**config.mk**
```make
export PLATFORM = sky130hd
export DESIGN_NAME = pc_branch_ctrl_flat
export DESIGN_NICKNAME = d
export VERILOG_FILES = /design/src/rtl/pc_branch_ctrl_if.sv /design/src/rtl/pc_branch_ctrl.sv /design/src/flat_wrapper.sv
export SDC_FILE = /design/constraint.sdc
export NUM_CORES = 1
export LEC_CHECK = 0
export ABC_AREA = 1
export BUFFER_PORTS_ARGS = -buffer_cell sky130_fd_sc_hd__buf_2
export CAP_MARGIN = 20
export CORE_MARGIN = 2
export CORE_UTILIZATION = 24
export DETAILED_ROUTE_END_ITERATION = 12
export RECOVER_POWER = 100
export SLEW_MARGIN = 20
export SYNTH_ARGS = -nofsm -noshare
export SYNTH_HDL_FRONTEND = slang
export SYNTH_SLANG_ARGS = --single-unit
```
**constraint.sdc**
```tcl
create_clock -name clk -period 3 [get_ports clk]
set_input_delay 0.45 -clock clk [delete_from_list [all_inputs] [get_ports clk]]
set_output_delay 0.45 -clock clk [all_outputs]
set_load 0.005 [all_outputs]
```
**src/rtl/pc_branch_ctrl_if.sv**
```systemverilog
// pc_branch_ctrl_if: instruction/flag inputs and PC select/status outputs of pc_branch_ctrl.
interface pc_branch_ctrl_if #(parameter int CNT_W = 32);
    logic [31:0]      instr;
    logic             instr_valid;
    logic             stall_req;
    logic             reg_zero;
    logic             set_flags;
    logic [3:0]       flags_in;
    logic             uncond_br;
    logic             br_taken;
    logic             pc_rd;
    logic             pc_en;
    logic             link_we;
    logic             halted;
    logic [3:0]       flags_q;
    logic [CNT_W-1:0] br_count;
    logic [CNT_W-1:0] taken_count;
    modport master (
        output instr, instr_valid, stall_req, reg_zero, set_flags, flags_in,
        input  uncond_br, br_taken, pc_rd, pc_en, link_we, halted, flags_q, br_count, taken_count
    );
    modport slave (
        input  instr, instr_valid, stall_req, reg_zero, set_flags, flags_in,
        output uncond_br, br_taken, pc_rd, pc_en, link_we, halted, flags_q, br_count, taken_count
    );
endinterface

```
**src/rtl/pc_branch_ctrl.sv**
```systemverilog
// pc_branch_ctrl: PC select/enable controller with branch decode, NZCV register,
// RUN/STALL/HALT sequencing and branch performance counters.
module pc_branch_ctrl #(parameter int CNT_W = 32) (
    input  logic            clk,
    input  logic            reset,
    pc_branch_ctrl_if.slave bus
);
    typedef enum logic [1:0] {RUN, STALL, HALT} state_t;
    state_t           state_q, state_d;
    logic [3:0]       flags_q, flags_d, eff;
    logic [CNT_W-1:0] br_count_q, br_count_d, taken_count_q, taken_count_d;
    logic             is_b, is_bl, is_cbz, is_cbnz, is_bcond, is_br, is_hlt, is_branch;
    logic             retire, cond_true, br_taken, pc_rd;
    logic [15:0]      cond_vec;
    logic             unused_bits;
    assign unused_bits = ^bus.instr[20:4];
    always_comb begin
        is_b      = bus.instr[31:26] == 6'b000101;
        is_bl     = bus.instr[31:26] == 6'b100101;
        is_cbz    = bus.instr[31:24] == 8'b10110100;
        is_cbnz   = bus.instr[31:24] == 8'b10110101;
        is_bcond  = bus.instr[31:24] == 8'b01010100;
        is_br     = bus.instr[31:21] == 11'b11010110000;
        is_hlt    = bus.instr[31:21] == 11'b11010100010;
        is_branch = is_b | is_bl | is_cbz | is_cbnz | is_bcond | is_br;
        // Forward the current instruction's flags when it sets them.
        eff       = bus.set_flags ? bus.flags_in : flags_q;
        cond_vec  = {2'b11, eff[2] | (eff[3] != eff[0]), !eff[2] & (eff[3] == eff[0]),
                     eff[3] != eff[0], eff[3] == eff[0], !eff[1] | eff[2], eff[1] & !eff[2],
                     !eff[0], eff[0], !eff[3], eff[3], !eff[1], eff[1], !eff[2], eff[2]};
        cond_true = cond_vec[bus.instr[3:0]];
        retire    = state_q != HALT && !bus.stall_req && bus.instr_valid && !is_hlt;
        br_taken  = retire & (is_b | is_bl | (is_cbz & bus.reg_zero) | (is_cbnz & !bus.reg_zero)
                    | (is_bcond & cond_true));
        pc_rd     = retire & is_br;
        state_d   = state_q == HALT ? HALT : bus.stall_req ? STALL
                    : (state_q == RUN && bus.instr_valid && is_hlt) ? HALT : RUN;
        flags_d   = (retire && bus.set_flags) ? bus.flags_in : flags_q;
        br_count_d    = br_count_q + CNT_W'(retire & is_branch);
        taken_count_d = taken_count_q + CNT_W'(br_taken | pc_rd);
        bus.uncond_br   = retire & (is_b | is_bl);
        bus.br_taken    = br_taken;
        bus.pc_rd       = pc_rd;
        bus.link_we     = retire & is_bl;
        bus.pc_en       = retire | (!bus.instr_valid & !bus.stall_req & state_q != HALT);
        bus.halted      = state_q == HALT;
        bus.flags_q     = flags_q;
        bus.br_count    = br_count_q;
        bus.taken_count = taken_count_q;
    end
    always_ff @(posedge clk) begin
        if (reset) begin
            state_q       <= RUN;
            flags_q       <= 4'b0000;
            br_count_q    <= '0;
            taken_count_q <= '0;
        end else begin
            state_q       <= state_d;
            flags_q       <= flags_d;
            br_count_q    <= br_count_d;
            taken_count_q <= taken_count_d;
        end
    end
endmodule

```
**src/flat_wrapper.sv**
```systemverilog
// flat-port wrapper written by rule: the top's interface ports become plain ports
module pc_branch_ctrl_flat 
#(parameter int CNT_W = 32)
  (clk, reset, bus_instr, bus_instr_valid, bus_stall_req, bus_reg_zero, bus_set_flags, bus_flags_in, bus_uncond_br, bus_br_taken, bus_pc_rd, bus_pc_en, bus_link_we, bus_halted, bus_flags_q, bus_br_count, bus_taken_count);
  pc_branch_ctrl_if #(.CNT_W(CNT_W)) bus_i ();
  input  logic clk;
  input  logic reset;
  input wire logic [$bits(bus_i.instr)-1:0] bus_instr;
  input wire logic [$bits(bus_i.instr_valid)-1:0] bus_instr_valid;
  input wire logic [$bits(bus_i.stall_req)-1:0] bus_stall_req;
  input wire logic [$bits(bus_i.reg_zero)-1:0] bus_reg_zero;
  input wire logic [$bits(bus_i.set_flags)-1:0] bus_set_flags;
  input wire logic [$bits(bus_i.flags_in)-1:0] bus_flags_in;
  output wire logic [$bits(bus_i.uncond_br)-1:0] bus_uncond_br;
  output wire logic [$bits(bus_i.br_taken)-1:0] bus_br_taken;
  output wire logic [$bits(bus_i.pc_rd)-1:0] bus_pc_rd;
  output wire logic [$bits(bus_i.pc_en)-1:0] bus_pc_en;
  output wire logic [$bits(bus_i.link_we)-1:0] bus_link_we;
  output wire logic [$bits(bus_i.halted)-1:0] bus_halted;
  output wire logic [$bits(bus_i.flags_q)-1:0] bus_flags_q;
  output wire logic [$bits(bus_i.br_count)-1:0] bus_br_count;
  output wire logic [$bits(bus_i.taken_count)-1:0] bus_taken_count;
  assign bus_i.instr = bus_instr;
  assign bus_i.instr_valid = bus_instr_valid;
  assign bus_i.stall_req = bus_stall_req;
  assign bus_i.reg_zero = bus_reg_zero;
  assign bus_i.set_flags = bus_set_flags;
  assign bus_i.flags_in = bus_flags_in;
  assign bus_uncond_br = bus_i.uncond_br;
  assign bus_br_taken = bus_i.br_taken;
  assign bus_pc_rd = bus_i.pc_rd;
  assign bus_pc_en = bus_i.pc_en;
  assign bus_link_we = bus_i.link_we;
  assign bus_halted = bus_i.halted;
  assign bus_flags_q = bus_i.flags_q;
  assign bus_br_count = bus_i.br_count;
  assign bus_taken_count = bus_i.taken_count;
  pc_branch_ctrl #(.CNT_W(CNT_W)) u_core (.clk(clk), .reset(reset), .bus(bus_i));
endmodule
```
* Word-level counts from Yosys, hierarchy flattened
Index checks and enable logic that the tools add are counted.
Storage, ports and cells: flip-flop bits (word level) 70, latch bits 0, RAM bits 0, memory bits (read-only) 0, logic and storage cells 65, memories kept 0
Operators by class: add/subtract/negate cells 2, $mul 0, div/mod/pow operators 0, order comparisons 1, equal/unequal tests 11, shift operators 0, multiplexer cells 6, bitwise gates (word level) 24, reductions and logical operators 16
Operator list (number):
- $add 32x32->32 | 2
- $eq 11x11->1 const B | 2
- $eq 8x8->1 const B | 2
- $and 1x1->1 | 12
- $or 1x1->1 | 12
- $eq 8x7->1 const B | 1
- $logic_not 1->1 | 8
- $eq 6x3->1 const B | 1
- $eq 6x6->1 const B | 1
- $logic_and 1x1->1 | 6
- $mux 2 | 3
- $lt 4x5->1 const B | 1
- $bmux 1 s4 | 1
- $mux 4 | 1
- $eq 2x2->1 const B | 1
- $logic_not 2->1 | 1
- $ne 2x2->1 const B | 1
- $reduce_or 2->1 | 1
- $eq 1x1->1 | 1
- $mux 1 | 1
- $ne 1x1->1 | 1

* Logic depth before layout (Yosys ltp)
Gate-level depths: netlist of the first run.
depth after elaboration 10, depth in mapped cells 27, mapped depth without buffers 26

* Worst setup path before layout of the first run
No wires, ideal clock.
path type input-to-reg, start point input port bus_set_flags, end point register u_core.taken_count_q[24] (netlist: u_core.bus.taken_count[24]), arrival 2.719 ns, required time 2.867 ns, setup slack 0.147 ns, cell stages on the path 25, buffers on the path 1, cells stage by stage buf_2 -> inv_1 -> nand2_1 -> nand2_1 -> nand2_1 -> nand2_1 -> nand2_1 -> a21oi_1 -> nor2_1 -> nor2_1 -> nand2_1 -> nand2_1 -> nand2_1 -> nand2_1 -> ha_1 -> ha_1 -> nand2_1 -> inv_2 -> nand4_2 -> nor2_2 -> nand2_2 -> nor2_4 -> nand2_2 -> nor3_1 -> nor3b_2
Between the ends: word-level cells in the longest chain between the ends 10
Ends and longest elaborated chain:
- start: declaration | line flat_wrapper.sv:12 | input wire logic [$bits(bus_i.set_flags)-1:0] bus_set_flags;
- $mux 4 * | line pc_branch_ctrl.sv:27 | eff = bus.set_flags ? bus.flags_in : flags_q;
- $eq 1x1->1 (tied with other cells) | line pc_branch_ctrl.sv:28, pc_branch_ctrl.sv:29
- $and 1x1->1 (tied with other cells) | line pc_branch_ctrl.sv:28 | cond_vec = {2'b11, eff[2] | (eff[3] != eff[0]), !eff[2] & (eff[3] == eff[0]),
- $bmux 1 s4 * | line pc_branch_ctrl.sv:31 | cond_true = cond_vec[bus.instr[3:0]];
- $mux 1 (not written as such) * | line pc_branch_ctrl.sv:31
- $and 1x1->1 * | line pc_branch_ctrl.sv:34 | | (is_bcond & cond_true));
- $or 1x1->1 * | line pc_branch_ctrl.sv:34
- $and 1x1->1 * | line pc_branch_ctrl.sv:33 | br_taken = retire & (is_b | is_bl | (is_cbz & bus.reg_zero) | (is_cbnz & !bus.reg_zero)
- $or 1x1->1 * | line pc_branch_ctrl.sv:40 | taken_count_d = taken_count_q + CNT_W'(br_taken | pc_rd);
- $add 32x32->32 * | line pc_branch_ctrl.sv:40
- end signal: assignment | line pc_branch_ctrl.sv:61 | taken_count_q <= taken_count_d;
- end: declaration | line pc_branch_ctrl.sv:11 | logic [CNT_W-1:0] br_count_q, br_count_d, taken_count_q, taken_count_d;
Every way passes the cells marked *; elsewhere a longest branch is shown, timed or not. The select of a mux whose other input is x is not followed. A chain may end at the register's enable or synchronous reset.

* Worst setup path in the final report of the first run
start point input port bus_set_flags, end point register u_core.taken_count_q[19] (netlist: u_core.bus.taken_count[19])
Same word-level chain as after synthesis.

==> results of run 1 <==
==> layout make-up <==
type / count / area share (%)
Multi-Input combinational cell: 417 / 43.3
Sequential cell: 70 / 27.6
Timing Repair Buffer: 118 / 11.4
Inverter: 93 / 6.87
Tap cell: 220 / 5.42
Clock buffer: 10 / 4.70
Clock inverter: 6 / 0.714
==> power by group through the flow <==
stage | registers (mW) | logic (mW) | clock network, mW
finish | 0.936 | 0.102 | 0.997
global route | 0.936 | 0.118 | 1.07
CTS | 0.935 | 0.104 | 1.03
detailed placement | 0.956 | 0.104 | 0
global placement | 0.956 | 0.103 | 0
floorplan | 0.956 | 0.0597 | 0
==> Yosys cell counts, drive strengths merged <==
cell      n
ha        4
a211oi    1
clkbuf    5
nand2   130
xnor2     2
buf       3
o21ai    24
nor2     84
xor2      8
inv      93
o31ai     2
nand3    34
nand3b    1
nor4      7
nand4    21
or2      10
or4       2
nor3b     9
dfxtp    70
a31oi     1
nor3     30
a21oi    43
o21a      4
==> registers in the layout, summed over array words and instances, names as in the netlist <==
signal                  cells
u_core.state_q              2
u_core.bus.taken_count     32
u_core.bus.br_count        32
u_core.bus.flags_q          4
==> cells by family (layout without fill, tap and decap cells) <==
kind of cell / Yosys count / after routing / synth area share [%]
buffers and inverters: 101 / 227 / 9.49
AND/OR/NAND/NOR: 328 / 328 / 41.9
flip-flops: 70 / 70 / 34.9
XOR/XNOR: 10 / 10 / 2.18
adder cells (fa/ha/maj): 4 / 4 / 1.25
AO/OA/AOI/OAI: 75 / 75 / 10.2
==> tightest hold or removal path, delay by kind of cell <==
family | cells | cell delay (ns)
AND/OR/NAND/NOR | 1 | 0.04
buffers and inverters | 2 | 0.17
==> path summary, 6_finish.rpt <==
| check | from | to | slack [ns] | cells after the start |
|---|---|---|---|---|
| max | bus_set_flags | u_core.bus.taken_count[19] | 0.31 | 28 |
| min reg2reg | u_core.state_q[0] | u_core.state_q[1] | 0.42 | 1 |
| min | bus_stall_req | u_core.state_q[0] | 0.37 | 3 |
| max reg2reg | u_core.bus.flags_q[0] | u_core.bus.taken_count[19] | 0.34 | 27 |
==> routing by layer <==
metal,track usage (%),up-vias
met4,4.85,0
li1,-,2164
met1,16.7,1786
met2,19.0,86
met5,0,-
met3,3.16,12
==> through the flow <==
stage / hold WS [ns] / std cells / worst slack [ns] / cell area (um2) / total power [mW]
2_1_floorplan: 0.400 / 588 / 0.147 / 4010 / 1.02
3_3_place_gp: 0.404 / 917 / -0.0965 / 4890 / 1.06
3_5_place_dp: 0.412 / 917 / -0.105 / 4890 / 1.06
4_1_cts: 0.360 / 933 / 0.250 / 5160 / 2.07
5_1_grt: 0.385 / 934 / 0.00557 / 5080 / 2.12
6_report: 0.370 / 934 / 0.305 / 5080 / 2.03
==> what timing repair did <==
action	in CTS	in global routing
gates resized for setup	0	7
setup buffers	0	1
setup endpoints to repair	0	5
==> run metrics, run 1 <==
n_diodes=0; CTS Buffer Depth=2; share of power burned in registers=46.0%; Yosys top cell area share=roughly a third; H-Tree Depth=3; PD cells=roughly 400 nW/um2; Routed Antenna Nets=0; status=finished clean; leak pwr=1.99 nW; Ports=roughly 120; CTS tree=built; Metal-1 WL=approximately 5400 um; net switching power=between 0.4 and 0.5 mW; metal3 WL=approximately 550 um; CP Buf/Inv Count=7; Critical Path Most Common Cell=nand2_1; Setup violations, final=0; #FFs+latches synth=70; worst setup path class=in -> reg; Cell Rows=47; Finished Core Util=between 30 and 40%; Tmin final=approximately 2.7 ns; Total Negative Setup Slacks=0 ns; worst stage delay on the critical path=0.18 ns; CTS buffer count=9; drt via density=4.33; Syn Inst Count=588; Hold Crit Class=in -> reg; Fin. Hold Viols=0; first-pass GRT wire length=17800 um; Comb pwr share=approximately 5.0%; GRT Residual Overflow=0; gp weighted congestion=between 0.8 and 0.9; Tcrit/Tclk final=about nine tenths; Peak VDD IR=between 200 and 250 uV; synth top area cells=dfxtp_1, nand2_1, inv_1; Skew-Pair Late Insertion Delay=roughly 0.34 ns; DRT Wirelength=about 11000 um; Die Ht=~130 um; mean cell area of the mapped netlist=6.82 um2; element type at the critical path end=flip-flop; Max-slew headroom=between 40% and 50%; Final Skew=approximately 0.0063 ns; Required @ worst endpoint=approximately 3.2 ns; Synth area leader=dfxtp_1; synth warn=0; Top delay family on crit path=simple AND/OR/NAND/NOR gates; clock share of power=about half; sequential element share of the synthesized area=a little over a third; Remaining DRCs=0; fin. max-slew vios=0; drt first pass iters=6; Worst EP arrival=slightly below 3 ns; Total GRT Usage=between 10% and 20%; number of fill cells=1840; startpoint type of the worst setup path=input port; layout cell share with drive strength beyond 1=19.5%; RSZ-0062 raised after global routing=false; fmax=371 MHz; area of the multi-input gates=between 2000 and 2500 um2; Die Wd=about 130 um; hold_buf cts=0; IO Port Bufs=98; final net count=between 700 and 800; CP max stage cell=ha_2; initial antenna violation count=0; die area=17800 um2; vias after detailed routing=between 4000 and 5000; Max FO, Critical Path=5; vias in the first global route=roughly 3700; CORE AREA=approximately 16000 um2; metal2 WL=4660 um; Cell variety after synth=slightly above 40; total of max-cap violations=0; worst-margin pin slew=around 0.8 ns; switch share=roughly a quarter; most common cell after layout, fill and taps aside=nand2_1; DR iter-0 viols=roughly 190; largest net degree at the start of global routing=just under 50; HPWL after DPL=8420 um; synthesized net count=~630; clock-pin slew on the worst setup and hold paths=around 0.060 ns; clk sinks=70; Cell Area, Synth=roughly 4000 um2; Initial Util=about 24%; Storage cell area=approximately 1400 um2; internal power of the cells=1.55 mW; Synth-to-Final Area Change=26.7%; wire per inst=about 12 um; Root Driver=clkbuf_16; top layer in use=met4; most frequent cells in the layout=nand2_1, inv_1, nor2_1
(Power assumes the default switching activity.)
==> run 2, diff against run 1 <==
--- a/config.mk
+++ b/config.mk
@@ -8,11 +8,11 @@
 export ABC_AREA = 1
 export BUFFER_PORTS_ARGS = -buffer_cell sky130_fd_sc_hd__buf_2
 export CAP_MARGIN = 20
+export CORE_ASPECT_RATIO = 0.7
 export CORE_MARGIN = 2
 export CORE_UTILIZATION = 24
 export DETAILED_ROUTE_END_ITERATION = 12
 export RECOVER_POWER = 100
-export SLEW_MARGIN = 20
 export SYNTH_ARGS = -nofsm -noshare
 export SYNTH_HDL_FRONTEND = slang
 export SYNTH_SLANG_ARGS = --single-unit
==> run 2 against run 1 <==
Effect of this change:
- worst setup slack better by 0.023 ns
- final cell count stayed put
- wire length is 1.5% higher
- worst hold slack better by 0.015 ns
- sequential share of layout area hardly changed
- first-iteration DRC count is 47% higher
- critical path type unchanged
- largest cell class unchanged
==> run metrics, run 2 (synthesized netlist as in run 1, its figures left out) <==
status=finished clean; Root Driver=clkbuf_16; leak pwr=roughly 2.0 nW; number of fill cells=approximately 1800; CP max stage cell=nor3_1; Required @ worst endpoint=approximately 3.2 ns; reg-to-reg endpoint=u_core.bus.taken_count[24]; Tmin final=about 2.7 ns; H-Tree Depth=3; worst setup path class=in -> reg; worst r2r src=u_core.bus.flags_q[0]; Total GRT Usage=roughly an eighth; R2R cell count=25; Reg2Reg Setup Slack=just under 0.4 ns; total of max-cap violations=0; largest net degree at the start of global routing=between 40 and 50; n_diodes=0; GRT Residual Overflow=0; Peak VDD IR=about 210 uV; area of the multi-input gates=2200 um2; CTS tree=built; HPWL after DPL=8490 um; Tcrit/Tclk final=89.0%; gp weighted congestion=around 0.8; CTS Buffer Depth=2; drt first pass iters=5; Initial Util=approximately 25%; CORE AREA=roughly 16000 um2; Critical Path Most Common Cell=nand2_1; RSZ-0062 raised after global routing=false; drt via density=about 4.3; Synth-to-Final Area Change=26.9%; Setup violations, final=0; Final Skew=0.00892 ns; PD cells=approximately 430 nW/um2; Place WS=-0.0578 ns; Remaining DRCs=0; Fin Hold WS=approximately 0.38 ns; Final Power=2.20 mW; most frequent cells in the layout=nand2_1, inv_1, nor2_1; Worst Slack Setup Final=0.329 ns; layout cell share with drive strength beyond 1=roughly 17%; clock-pin slew on the worst setup and hold paths=around 0.06 ns; Total Negative Setup Slacks=0 ns; initial antenna violation count=0; DR iter-0 viols=between 200 and 300; CP Buf/Inv Count=3; IO Port Bufs=98; wire per inst=between 10 and 15 um; die area=about 18000 um2; fmax=between 300 and 400 MHz; Top delay family on crit path=simple AND/OR/NAND/NOR gates; Storage cell area=between 1000 and 1500 um2; hold_buf cts=0; worst-margin pin slew=between 0.8 and 0.9 ns; Crit path depth=26; DRT Wirelength=between 10000 and 15000 um; first-pass GRT wire length=about 18000 um; Max FO, Critical Path=7; Hold Crit Class=in -> reg; startpoint type of the worst setup path=input port; clk sinks=70; Cell Rows=39; CTS buffer count=9; Ports=116; worst stage delay on the critical path=between 0.15 and 0.2 ns; vias after detailed routing=between 4000 and 5000; Worst Hold Depth=3; Routed Antenna Nets=0; Setup crit start=bus_set_flags; final net count=751; Die Wd=158 um; most common cell after layout, fill and taps aside=nand2_1; non-filler instance count after layout=934; element type at the critical path end=flip-flop; Max-slew headroom=43.9%; placed cell count=919; vias in the first global route=~3700; Fin. Hold Viols=0; crit path capture=u_core.bus.taken_count[24]; Die Ht=~110 um; fin. max-slew vios=0; Worst EP arrival=2.87 ns; Skew-Pair Late Insertion Delay=about 0.33 ns
[run 2: changes by cell type in the layout (fill, tap and decap cells not counted), sizes merged]
cell      before  now
buf           69   55
clkbuf        59   70
bufinv         0    2
clkinv         4    2
clkinvlp       1    0
inv           94   93
[run 2: metal layers]
layer / wire length [um] / global-route usage (%) / vias up
li1: - / - / 2148
met1: 5830 / 18.3 / 1809
met2: 4560 / 19.4 / 92
met3: 519 / 3.71 / 9
met4: 82 / 3.06 / 0
met5: 0 / 0 / -
[run 2: worst min path at each step]
stage                           start           endpoint
finish                  bus_stall_req  u_core.state_q[0]
global route            bus_stall_req  u_core.state_q[0]
CTS                     bus_stall_req  u_core.state_q[0]
detailed placement  u_core.state_q[0]  u_core.state_q[1]
global placement    u_core.state_q[0]  u_core.state_q[1]
floorplan           u_core.state_q[0]  u_core.state_q[1]
[run 2: worst reg2reg max path: stages, from the launching register on]
cell     delay, ns
dfxtp_2       0.33
inv_1         0.05
nand2_1       0.05
nand2_1       0.06
nand2_1       0.06
nand3_1       0.10
nand2_1       0.08
nand2_1       0.04
nand3_1       0.05
nand2_1       0.06
nand2_1       0.06
nand2_1       0.04
nand2_1       0.05
nand2_1       0.06
nand2_1       0.07
ha_1          0.16
ha_1          0.17
nand2_1       0.08
inv_2         0.10
nand4_4       0.10
nor2_4        0.16
nand2_2       0.08
nor2_4        0.12
nand2_2       0.08
nor3_1        0.18
nor3b_2       0.06
[run 2: metrics by stage]
stage          utilization (%)  cell area, um2
6_report                  31.1            5090
5_1_grt                   31.1            5090
4_1_cts                   31.8            5190
3_5_place_dp              29.8            4870
3_3_place_gp              29.8            4870
2_1_floorplan                -            4010
[run 2: layout make-up]
type                            count  area share (%)
Clock buffer                       11            4.97
Clock inverter                      4            1.38
Inverter                           93            6.86
Multi-Input combinational cell    417            43.2
Sequential cell                    70            27.6
Tap cell                          225            5.53
Timing Repair Buffer              114            10.5
[run 2: report_power, final]
group / total (mW) / internal (mW) / switching (mW)
clock: 1.16 / 0.765 / 0.396
combinational: 0.103 / 0.0371 / 0.0659
sequential: 0.936 / 0.933 / 0.00219
total: 2.20 / 1.74 / 0.464
[run 2: what timing repair did]
item,in CTS,in global routing
endpoints found under the setup margin,0,7
buffers inserted,0,0
resized for setup,0,6
